File: src/rtl/mem_arbiter.sv
// rtl/mem_arbiter.sv - single-port memory arbiter between fetch and data stages
// One access at a time; a forced RESP cycle keeps the memory port idle between accesses.
module mem_arbiter #(
  parameter int AW = 32,
  parameter int DW = 32
) (
  input  logic          clk,
  input  logic          reset,
  input  logic          ireq,
  input  logic [AW-1:0] iaddr,
  input  logic          FlushF,
  output logic [DW-1:0] irdata,
  output logic          ivalid,
  input  logic          dreq,
  input  logic          dwe,
  input  logic [AW-1:0] daddr,
  input  logic [DW-1:0] dwdata,
  output logic [DW-1:0] drdata,
  output logic          dvalid,
  output logic          mem_req,
  output logic          mem_we,
  output logic [AW-1:0] mem_addr,
  output logic [DW-1:0] mem_wdata,
  input  logic          mem_ready,
  input  logic [DW-1:0] mem_rdata,
  output logic          StallF,
  output logic          StallM
);

  typedef enum logic [1:0] {
    IDLE   = 2'd0,
    BUSY_I = 2'd1,
    BUSY_D = 2'd2,
    RESP   = 2'd3
  } state_t;

  state_t        state_q;
  logic          mem_req_q;
  logic          mem_we_q;
  logic [AW-1:0] mem_addr_q;
  logic [DW-1:0] mem_wdata_q;
  logic [DW-1:0] irdata_q;
  logic [DW-1:0] drdata_q;
  logic          ivalid_q;
  logic          dvalid_q;
  logic          drop_q;
  logic          last_d_q;

  // D wins ties unless D was the last port to complete.
  logic grant_d;
  assign grant_d = dreq && (!ireq || !last_d_q);

  always_ff @(posedge clk) begin
    if (!reset) begin
      state_q     <= IDLE;
      mem_req_q   <= 1'b0;
      mem_we_q    <= 1'b0;
      mem_addr_q  <= '0;
      mem_wdata_q <= '0;
      irdata_q    <= '0;
      drdata_q    <= '0;
      ivalid_q    <= 1'b0;
      dvalid_q    <= 1'b0;
      drop_q      <= 1'b0;
      last_d_q    <= 1'b0;
    end else begin
      case (state_q)
        IDLE: begin
          if (grant_d) begin
            mem_addr_q  <= daddr;
            mem_we_q    <= dwe;
            mem_wdata_q <= dwdata;
            mem_req_q   <= 1'b1;
            state_q     <= BUSY_D;
          end else if (ireq) begin
            mem_addr_q <= iaddr;
            mem_we_q   <= 1'b0;
            mem_req_q  <= 1'b1;
            drop_q     <= 1'b0;
            state_q    <= BUSY_I;
          end
        end
        BUSY_I: begin
          if (FlushF) drop_q <= 1'b1;
          if (mem_ready) begin
            irdata_q  <= mem_rdata;
            mem_req_q <= 1'b0;
            last_d_q  <= 1'b0;
            ivalid_q  <= !(drop_q || FlushF);
            state_q   <= RESP;
          end
        end
        BUSY_D: begin
          if (mem_ready) begin
            drdata_q  <= mem_rdata;
            mem_req_q <= 1'b0;
            last_d_q  <= 1'b1;
            dvalid_q  <= 1'b1;
            state_q   <= RESP;
          end
        end
        default: begin
          ivalid_q <= 1'b0;
          dvalid_q <= 1'b0;
          state_q  <= IDLE;
        end
      endcase
    end
  end

  // A flush arriving during the response cycle still kills the fetch pulse.
  assign ivalid    = ivalid_q && !FlushF;
  assign dvalid    = dvalid_q;
  assign irdata    = irdata_q;
  assign drdata    = drdata_q;
  assign mem_req   = mem_req_q;
  assign mem_we    = mem_we_q;
  assign mem_addr  = mem_addr_q;
  assign mem_wdata = mem_wdata_q;
  assign StallF    = ireq && !ivalid;
  assign StallM    = dreq && !dvalid;

endmodule

File: config.mk
export PLATFORM = sky130hd
export DESIGN_NAME = mem_arbiter
export DESIGN_NICKNAME = d
export VERILOG_FILES = /design/src/rtl/mem_arbiter.sv
export SDC_FILE = /design/constraint.sdc
export NUM_CORES = 1
export LEC_CHECK = 0
export ABC_AREA = 1
export BUFFER_PORTS_ARGS = -buffer_cell sky130_fd_sc_hd__buf_4
export CAP_MARGIN = 40
export CORE_UTILIZATION = 45
export DETAILED_ROUTE_END_ITERATION = 10
export GPL_TIMING_DRIVEN = 1
export PLACE_DENSITY = 0.79
export SYNTH_ARGS = -nofsm -noshare
export SYNTH_HDL_FRONTEND = slang
export SYNTH_SLANG_ARGS = --single-unit
File: constraint.sdc
create_clock -name clk -period 1.49 [get_ports clk]
set_input_delay 0.0745 -clock clk [delete_from_list [all_inputs] [get_ports clk]]
set_output_delay 0.0745 -clock clk [all_outputs]
set_load 0.01 [all_outputs]
Word-level counts from Yosys, hierarchy flattened
Index checks and enable logic that the tools add are counted.

Equality and inequality tests: 9. Muxes and demuxes: 20. Bitwise gates (word level): 2. Reduce and logical (&&, ||, !) cells: 30.

Operator list (number): $mux W32 (2); $reduce_and A2 Y1 (7); $ne A2 B2 Y1 const B (5); $pmux W1 S2 (5); $mux W1 (9); $reduce_bool A2 Y1 (4); $logic_not A1 Y1 (6); $mux W2 (3); $reduce_and A3 Y1 (2); $reduce_or A2 Y1 (3); $logic_and A1 B1 Y1 (4); $pmux W2 S2 (1); $reduce_and A4 Y1 (1); $ne A3 B3 Y1 const B (1); $eq A2 B1 Y1 const B (1); $eq A2 B2 Y1 const B (1); $logic_not A2 Y1 (1); $logic_or A1 B1 Y1 (2); $ne A2 B1 Y1 const B (1); $not A1 Y1 (2).

Bits in registers: 136. Input bits: 135. Output and inout bits: 134. Word-level logic and storage cells: 72.

Depth between registers and ports, before layout
Depth after elaboration: 5. Mapped depth: 9. Depth with buffers taken out: 7.

Least setup slack after synthesis
Ideal clock, no wire load.

Path kind: register -> register. Start point: register state_q[0]. End point: register mem_addr_q[10], in the netlist mem_addr[10]. Setup time: 0.070 ns. Data arrival time: 1.291 ns. Data required time: 1.420 ns. Slack: 0.129 ns. Cell stages (with the launch flop): 10. Path buffers: 2. Clock period less this slack: 1.361 ns. Cells stage by stage: dfxtp_1 -> inv_1 -> ha_1 -> buf_2 -> inv_2 -> nor2_4 -> inv_2 -> buf_2 -> nand2_1 -> a21oi_1.

Longest elaborated chain between the ends: 2.

Ends and longest elaborated chain: start, declared (line 37) `state_t state_q;`; start signal, assigned (line 55) `state_q <= IDLE;`; start signal, assigned (line 74) `state_q <= BUSY_D;`; start signal, assigned (line 80) `state_q <= BUSY_I;`; $logic_not A2 Y1 (line 67) `case (state_q)`; $reduce_and A2 Y1 (no line); end signal, assigned (line 70) `mem_addr_q <= daddr;`; end signal, assigned (line 76) `mem_addr_q <= iaddr;`; end, declared (line 40) `logic [AW-1:0] mem_addr_q;`.

No other way between the ends. A chain may end at the register's enable or synchronous reset.

Worst setup path in the final report
Start point: register state_q[1]. End point: register irdata_q[10], in the netlist irdata[10].

Longest elaborated chain between the ends: 2.

Ends and longest elaborated chain: $eq A2 B1 Y1 (line 67); $reduce_and A2 Y1 (no line); end signal, assigned (line 86) `irdata_q <= mem_rdata;`; end, declared (line 42) `logic [DW-1:0] irdata_q;`.

No other way between the ends.

==> results.toml <==
[worst_setup_path]
timing.critical_path.max_delay_family = "flip-flops"
crit-reg2reg-launch = "state_q[1]"
r2r_setup_slack_ns = 0.08
crit_end = "irdata[10]"
cp_common_cell = "sky130_fd_sc_hd__nor2_1"
critPathRequiredTime_ns = 1.79
cp_data_arrival_time_ns = 1.71
setup.worst_path.class = "reg2reg"
crit_path_top_delay_cell = "sky130_fd_sc_hd__dfxtp_1"
timing.critical_path.from_type = "register"
crit_cells = 7
worst-r2r-cell-count = 7
timing.critical_path.cells = "inv_2, ha_1, nand2_1, inv_1, buf_4, nor2_1, nor2_1"
critical_path.reg2reg.endpoint = "irdata[10]"
path_max_fanout = 18
path_buf_inv = 3
crit_path_end_kind = "register"
critical_path_startpoint = "state_q[1]"
cp_slowest_stage_delay_ns = 0.39

[cts]
cts-root-buf = "sky130_fd_sc_hd__clkbuf_16"
htree_num_levels = 4
clk_latency_ns = 0.41
post-cts-setup-buffer-count = 0
cts_tree = "built"
ctsLongestPathBuffers = 2
clock_sink_count = 136
cts_inserted_buffers = 17
clk_pin_slew_worst_paths_ns = 0.06

[power_and_ir_drop]
ir_drop_v = 0.00132
power_density_nw_per_um2 = 1540
p_leak_nw = 4.21

[die]
floorplan.die.height_um = 110
rows = 38
die_x_um = 110
ioPinCount = 269
starting_density_of_the_core = 0.472
die_area_sq_um = 12100
coreArea_sq_um = 11100

[routing]
drtPass1Iterations = 5
initialDrtViolationCount = 386
remaining_drc_errors = 0
m1WireLength_mm = 7.01
drt-wirelength-per-cell_um = 15.5
avgViaCountPerCell = 5.04
via_count = 6170
met2WireLength_mm = 9.56
met3_length_mm = 1.58
postRouteAntennaNets = 0
totalWireLength_mm = 18.9
topRoutingLayerUsed = "met4"

[sta]
finalMaxSlewViolations = 0
post-route-min-period_ns = 1.41
finalClockSkew_ns = 0.00611
max_freq_ghz = 0.710
unrepaired_setup_endpoints_after_global_routing = "false"
timing.slew.headroom = 0.494
setup-violations-final = 0
final-hold-violation-count = 0
max_slew.worst_pin.slew_ns = 0.759
totalNegativeSetupSlack_ns = 0
ratio_of_final_minimum_period_to_clock_period = 0.945

[min_path]
hold_depth = 5
hold_class = "in2reg"

[global_routing]
globalRouteTotalUtil = 0.303
grt.overflow.total = 0
grt_first_pass_wirelength_mm = 27.4
grt_pass1_vias = 5752
pin_count_of_the_biggest_net_entering_global_routing = 69
grt_antenna_before_repair = 0

[layout]
finalCoreUtilization = 0.802
nFillCells = 688
layout.cells.most_common_list = "sky130_fd_sc_hd__buf_4 (280), sky130_fd_sc_hd__nand2_1 (244), sky130_fd_sc_hd__nor2_1 (135), sky130_fd_sc_hd__dfxtp_1 (135), sky130_fd_sc_hd__dlygate4sd3_1 (77)"
antenna_cells_inserted = 0
areaGrowthSynthToFinish_pct = 70.0
seqCellArea_sq_um = 2720
layout.cells.most_common = "sky130_fd_sc_hd__buf_4"
combined_area_of_the_multi_input_logic_cells_sq_um = 2250
layout.nets = 1210
layout-drive-gt1-share = 0.309

[synth]
synth_edf_count = 0
synth_top_flop_cell = "sky130_fd_sc_hd__dfxtp_1"
syn-num-nets = 868
ys_seq_area_frac = 0.521
yosys.area.top_type = "sky130_fd_sc_hd__dfxtp_1"
yosys_register_bits = 136
ys_types = 21
synth_area_leaders = "sky130_fd_sc_hd__dfxtp_1 (52%), sky130_fd_sc_hd__nand2_1 (18%), sky130_fd_sc_hd__nor2_1 (9.7%)"
post_syn_instances = 729
yosysTopAreaCellShare = 0.521
synthesis.area_sq_um = 5230
yosys_warnings = 0
async_reset_ff_frac = 0
synthesis.area_per_instance_sq_um = 7.17

[place]
dpl.hpwl_mm = 10.6
gp_routability_congestion = 0.816
port-buffer-count = 268

[flow_run]
max_cap_viol_count = 0

[outcome]
run_status = "finished clean"
## synth_stat cells (3+ instances only)
library cell	number
sky130_fd_sc_hd__a21oi_1	70
sky130_fd_sc_hd__buf_2	25
sky130_fd_sc_hd__buf_4	3
sky130_fd_sc_hd__clkbuf_1	15
sky130_fd_sc_hd__dfxtp_1	136
sky130_fd_sc_hd__ha_1	4
sky130_fd_sc_hd__inv_1	13
sky130_fd_sc_hd__inv_2	5
sky130_fd_sc_hd__nand2_1	245
sky130_fd_sc_hd__nor2_1	135
sky130_fd_sc_hd__o21ai_0	49
sky130_fd_sc_hd__o21ai_1	18
## per-layer routing
layer  vias up  global-route usage
met3        62               0.102
met4         0               0.174
met5         -                   0
li1       2983                   -
met1      2827               0.308
met2       298               0.538
## state kept, by name, indices dropped and copies added, names as in the netlist
signal	cells
mem_req	1
irdata	32
ivalid_q	1
drdata	32
mem_addr	32
state_q	2
drop_q	1
mem_wdata	32
last_d_q	1
dvalid	1
mem_we	1
## per-stage QoR
| stage | hold WS [ns] | instance area [sq um] | setup WS, ns | total power, mW | std cells |
|---|---|---|---|---|---|
| after CTS | 0.00155 | 8810 | 0.00856 | 13.4 | 1221 |
| after floorplan | 0.204 | 5230 | 0.129 | 7.05 | 729 |
| after global routing | 0.0220 | 8890 | 0.00598 | 14.5 | 1223 |
| after global placement | 0.318 | 7470 | 0.116 | 9.14 | 1113 |
| after detailed placement | 0.323 | 7470 | 0.0546 | 9.20 | 1113 |
| final | 0.0139 | 8890 | 0.0815 | 13.7 | 1223 |
## tightest hold or removal path, stage by stage
cell                      delay [ns]
sky130_fd_sc_hd__buf_4          0.10
sky130_fd_sc_hd__nand2_1        0.05
sky130_fd_sc_hd__nand2_1        0.05
sky130_fd_sc_hd__nand2_1        0.05
sky130_fd_sc_hd__a21oi_1        0.05
## worst min-delay path by stage
stage	end	startpoint	slack [ns]
finish	mem_addr[22]	iaddr[22]	0.01
floorplan	ivalid	FlushF	0.20
detailed placement	irdata[11]	mem_rdata[11]	0.32
global placement	irdata[11]	mem_rdata[11]	0.32
global route	mem_addr[7]	daddr[7]	0.02
CTS	mem_addr[26]	iaddr[26]	0.002
## cell families after synthesis
| family | synth area share |
|---|---|
| buf+inv | 0.0534 |
| simple gates | 0.283 |
| fa+ha+maj | 0.00957 |
| compound gates | 0.134 |
| flops | 0.521 |
## cell type report
| cell class | count | share of cell area |
|---|---|---|
| clock inverters | 10 | 0.0115 |
| clock buffers | 21 | 0.0518 |
| repair buffers | 368 | 0.349 |
| well taps | 140 | 0.0197 |
| multi-input cells | 530 | 0.254 |
| flip-flops and latches | 136 | 0.306 |
| inverters | 18 | 0.00788 |
## power breakdown
group | total [mW] | switching, mW | internal, mW
logic | 4.83 | 2.53 | 2.30
clock network | 4.04 | 1.52 | 2.52
registers | 4.85 | 0.439 | 4.41
## repair_timing
| action | in CTS | in global routing |
|---|---|---|
| endpoints found under the hold margin | 106 | 0 |
| gates resized for setup | 0 | 9 |
| setup endpoints to repair | 0 | 96 |
| hold buffers | 77 | 0 |
Note: power is estimated with default switching activity, not from simulation.
